$ cat config.mk
export PLATFORM = sky130hd
export DESIGN_NAME = bus_arbiter
export DESIGN_NICKNAME = d
export VERILOG_FILES = /design/src/rtl/bus_arbiter.sv
export SDC_FILE = /design/constraint.sdc
export NUM_CORES = 1
export LEC_CHECK = 0
export BUFFER_PORTS_ARGS = -buffer_cell sky130_fd_sc_hd__buf_2
export CAP_MARGIN = 20
export CORE_AREA = 2 2 115 117
export CTS_CLUSTER_DIAMETER = 100
export DETAILED_ROUTE_END_ITERATION = 8
export DIE_AREA = 0 0 117 119
export HOLD_SLACK_MARGIN = 0.05
export PLACE_DENSITY = 0.54
export SLEW_MARGIN = 25
export SYNTH_ARGS = -nofsm -noshare
export SYNTH_HDL_FRONTEND = slang
export SYNTH_SLANG_ARGS = --single-unit
$ cat constraint.sdc
create_clock -name cpu_clk -period 5.1 [get_ports cpu_clk]
set_clock_uncertainty 0.05 [all_clocks]
set_input_delay 0.765 -clock cpu_clk [delete_from_list [all_inputs] [get_ports cpu_clk]]
set_output_delay 0.765 -clock cpu_clk [all_outputs]
set_load 0.005 [all_outputs]
$ cat src/rtl/bus_arbiter.sv
// Two-master round-robin arbiter in front of the Bridge data interface.
// Master 0 is the CPU data port, master 1 the DMA/program-loader engine.
// Ownership is held while the owner keeps requesting, but is handed over
// after MAX_BURST beats if the other master is waiting. Read beats are
// tagged with the issuing master so data returns correctly across hand-overs.
module bus_arbiter #(
  parameter int AW        = 32,
  parameter int DW        = 32,
  parameter int RD_LAT    = 1,
  parameter int MAX_BURST = 8
) (
  input  logic          cpu_clk,
  input  logic          cpu_rst,
  input  logic          m0_req,
  input  logic          m0_we,
  input  logic [AW-1:0] m0_addr,
  input  logic [DW-1:0] m0_wdata,
  output logic          m0_gnt,
  output logic          m0_rvalid,
  output logic [DW-1:0] m0_rdata,
  input  logic          m1_req,
  input  logic          m1_we,
  input  logic [AW-1:0] m1_addr,
  input  logic [DW-1:0] m1_wdata,
  output logic          m1_gnt,
  output logic          m1_rvalid,
  output logic [DW-1:0] m1_rdata,
  output logic [AW-1:0] bus_addr,
  output logic          bus_we,
  output logic [DW-1:0] bus_wdata,
  input  logic [DW-1:0] bus_rdata
);

  localparam logic [7:0]  MB = 8'(MAX_BURST);
  localparam int unsigned L  = RD_LAT;

  typedef enum logic [1:0] {IDLE, OWN0, OWN1} state_t;

  state_t       r_state;
  state_t       w_next;
  logic         r_last_owner;
  logic [7:0]   r_beat_cnt;
  logic [L-1:0] r_rd_vld;
  logic [L-1:0] r_rd_id;

  logic w_cap;
  logic w_beat;
  logic w_beat_id;

  // Next-state selection and grant generation
  always_comb begin
    w_next    = r_state;
    m0_gnt    = 1'b0;
    m1_gnt    = 1'b0;
    w_beat    = 1'b0;
    w_beat_id = 1'b0;
    w_cap     = (r_beat_cnt == MB);
    unique case (r_state)
      IDLE: begin
        if (m0_req && m1_req) w_next = r_last_owner ? OWN0 : OWN1;
        else if (m0_req)      w_next = OWN0;
        else if (m1_req)      w_next = OWN1;
      end
      OWN0: begin
        m0_gnt = m0_req && !(w_cap && m1_req);
        w_beat = m0_gnt;
        if (!m0_req)               w_next = m1_req ? OWN1 : IDLE;
        else if (w_cap && m1_req)  w_next = OWN1;
      end
      OWN1: begin
        m1_gnt    = m1_req && !(w_cap && m0_req);
        w_beat    = m1_gnt;
        w_beat_id = 1'b1;
        if (!m1_req)               w_next = m0_req ? OWN0 : IDLE;
        else if (w_cap && m0_req)  w_next = OWN0;
      end
      default: w_next = IDLE;
    endcase
  end

  // Bus drive: granted master's beat, otherwise all zeros
  always_comb begin
    bus_addr  = '0;
    bus_wdata = '0;
    bus_we    = 1'b0;
    if (w_beat) begin
      bus_addr  = w_beat_id ? m1_addr  : m0_addr;
      bus_wdata = w_beat_id ? m1_wdata : m0_wdata;
      bus_we    = w_beat_id ? m1_we    : m0_we;
    end
  end

  // Read return: head of the tag pipe selects the receiving master
  always_comb begin
    m0_rvalid = r_rd_vld[L-1] && !r_rd_id[L-1];
    m1_rvalid = r_rd_vld[L-1] &&  r_rd_id[L-1];
    m0_rdata  = bus_rdata;
    m1_rdata  = bus_rdata;
  end

  // Ownership state, round-robin memory and burst counter
  always_ff @(posedge cpu_clk) begin
    if (!cpu_rst) begin
      r_state      <= IDLE;
      r_last_owner <= 1'b1;
      r_beat_cnt   <= '0;
    end else begin
      r_state <= w_next;
      if (w_next != r_state) begin
        r_beat_cnt <= '0;
        if (r_state != IDLE) r_last_owner <= (r_state == OWN1);
      end else if (w_beat && (r_beat_cnt != MB)) begin
        r_beat_cnt <= r_beat_cnt + 8'd1;
      end
    end
  end

  // In-flight read tags shift toward the head every cycle
  always_ff @(posedge cpu_clk) begin
    if (!cpu_rst) begin
      r_rd_vld <= '0;
      r_rd_id  <= '0;
    end else begin
      for (int unsigned i = 1; i < L; i++) begin
        r_rd_vld[i] <= r_rd_vld[i-1];
        r_rd_id[i]  <= r_rd_id[i-1];
      end
      r_rd_vld[0] <= w_beat && !bus_we;
      r_rd_id[0]  <= w_beat_id;
    end
  end

endmodule

==> impl_results.md <==
- Critical Path RT: 4.28 ns
- Setup CP Type: register to output pin
- Final #Nets: 612
- H-tree levels: 1
- Num CTS Buffers: 3
- Post-layout util: 24.0%
- RSZ-0062 raised after global routing: false
- Post-CTS sizing: 0
- Ports: 299
- # hold bufs at CTS: 0
- NetSw: 0.187 mW
- Initial antenna violation count: 1
- Primary FF master, synth: dfxtp_1
- Placed Area: 3010 um2
- Post-DRT Antenna Nets: 0
- Area Overhead vs Synth: 35.1%
- CP Data Arrival Time: 2.83 ns
- CP Max Fanout: 37
- Clk root buf: clkbuf_16
- Post-CTS Repair Setup Buffers: 0
- HP Class: register to register
- Grt total ovfl: 0
- Total track usage: 11.3%
- R2r setup slk: 2.00 ns
- Relative slew slack: 47.2%
- Wire length of the first global-routing pass: 12.3 mm
- Asr flop ratio synth: 0%
- Synth top area share: 28.8%
- Post-synth cell types: 42
- Drt first-iter violations: 114
- DR WL/cell: 13.6 um
- Cell row count: 42
- Drt pass-1 iters: 4
- Max VDD drop: 53.7 uV
- Clock network power share: 28.0%
- Die area: 13900 um2
- Port-buffer cells: 202
- Hold_sp: r_beat_cnt[1]$_SDFFE_PP0P_
- Final min period: 3.65 ns
- CP Launch Type: register
- Leading area contributor after synthesis: mux2i_1
- CTS sink count: 13
- Switching share of total power: 35.1%
- Clock Tree Buf Depth: 2
- Synthesized Nets: 483
- Synthesized area per cell: 7.37 um2
- Post-DP HPWL: 7.16 mm
- Seq/Total Area, Yosys: 11.4%
- GPL Wtd Cong: 0.838
- Share of layout cells above drive strength 1: 49.2%
- PD cells: 172 nW/um2
- Vias in the first global route: 2230
- Final setup fails: 0
- Via density: 3.98
- Period utilization: 71.5%
- Leak: 1.53 nW
- Die H: 119 um
- Power share of the combinational group: 50.7%
- Cells after Synth: 311
- Finished Layout Cells: 616
- Cells after DPL: 611
- Reg power frac: 21.3%
- Worst-Margin Slew: 0.790 ns
- Final hold violations: 0
- CP endpoint kind: output pin
- Vias post-DR: 2452
- Outcome: completed
- Post-synth EDFFs: 0
- Crit. Startpoint: r_state[0]$_SDFF_PN0_
- Reg clk slew, reported paths: 0.04 ns
- Area contributors post-synth: mux2i_1, buf_4, nor2_1, dfxtp_1, ha_1
- Post-route design area: 3100 um2
- Max Cap Viol: 0
- Die width: 117 um
- Post-route setup TNS: 0 ns
- Largest net degree at the start of global routing: 38
- Reg2reg start: r_state[0]$_SDFF_PN0_
- TritonCTS clock tree: done
- Synth warn: 0
- Drc violations: 0
- Core Region: 12900 um2
- #FFs+latches synth: 13
- Final Max Slew Viols: 0
- Design internal power: 0.346 mW
- Fmax: 274 MHz
- Area of the mapped netlist: 2290 um2
- Initial Utilization: 17.8%
- Worst-Skew Late Latency: 0.24 ns
- Final WL: 8.41 mm
==> synthesized netlist by cell type, types with 3 or more instances <==
master,number
nand2_1,8
nor2_1,77
inv_1,7
dfxtp_1,13
buf_2,7
ha_1,6
o21ai_0,4
xor2_1,3
nand3_1,4
buf_1,3
nand4_1,3
xnor2_1,4
buf_4,64
a21oi_1,4
clkbuf_1,6
mux2i_1,66
==> worst paths after layout <==
kind / endpoint / cells past startpoint
worst max register to register: r_beat_cnt[5]$_SDFFE_PP0P_ / 9
worst min register to register: r_beat_cnt[1]$_SDFFE_PP0P_ / 2
worst max-delay path: bus_addr[24] / 8
worst min-delay path: r_beat_cnt[1]$_SDFFE_PP0P_ / 2
==> registers in the layout, summed over array words and instances, names as in the netlist <==
signal        flops
r_beat_cnt        8
r_state           2
r_last_owner      1
r_rd_id           1
r_rd_vld          1
==> per-stage QoR <==
step	setup WS [ns]	hold slack [ns]	power, mW
floorplan	2.30	0.416	0.312
global placement	1.70	0.450	0.389
detailed placement	1.65	0.444	0.387
CTS	1.38	0.450	0.539
global route	1.11	0.474	0.571
finish	1.45	0.447	0.532
==> power by group through the flow <==
stage	Sequential, mW	Combinational (mW)	Clock (mW)
CTS	0.113	0.273	0.152
global placement	0.115	0.274	0
finish	0.114	0.270	0.149
floorplan	0.113	0.200	0
global route	0.114	0.299	0.158
detailed placement	0.115	0.272	0
==> cell usage in the layout, fill, tap and decap left out, drive strengths merged, types with 3 or more instances in the layout <==
| master | n |
|---|---|
| ha | 6 |
| mux2i | 66 |
| o21ai | 5 |
| nand3 | 4 |
| buf | 205 |
| a21oi | 4 |
| inv | 7 |
| nor2 | 77 |
| nand2 | 8 |
| dfxtp | 13 |
| nand4 | 3 |
| xor2 | 3 |
| xnor2 | 4 |
| and3 | 3 |
| clkbuf | 4 |
==> critical path, cell delays in order, from the launching register on <==
cell	delay, ns
dfxtp_1	0.46
inv_1	0.15
ha_4	0.36
nand2_1	0.18
o22ai_1	0.15
o21ai_4	0.67
buf_4	0.39
nor2_1	0.08
buf_2	0.13
==> per-layer routing <==
layer	vias up	wire [um]	GRT usage, %
li1	1241	-	-
met2	111	4040	18.2
met5	-	0	0
met4	0	253	3.90
met1	1069	3480	14.8
met3	31	637	2.34
==> layout make-up <==
class	instances	area, um2
Antenna cell	1	2.50
Clock buffer	4	78.8
Inverter	7	26.3
Timing Repair Buffer	205	1030
Fill cell	1485	9780
Multi-Input combinational cell	210	1470
Sequential cell	13	260
Tap cell	176	220
==> cells by family (layout without fill, tap and decap cells) <==
family | Yosys count | count (layout) | share of synthesized area (%)
AOI/OAI and AO/OA | 21 | 21 | 6.55
xor gates and xnor gates | 7 | 7 | 2.68
adders and majority gates | 6 | 6 | 3.28
buffers and inverters | 88 | 216 | 25.3
DFF | 13 | 13 | 11.4
muxes | 66 | 66 | 28.8
other | 0 | 1 | 0
and+or+nand+nor | 110 | 110 | 22.0
No activity file was read; power rests on OpenSTA's default activity.
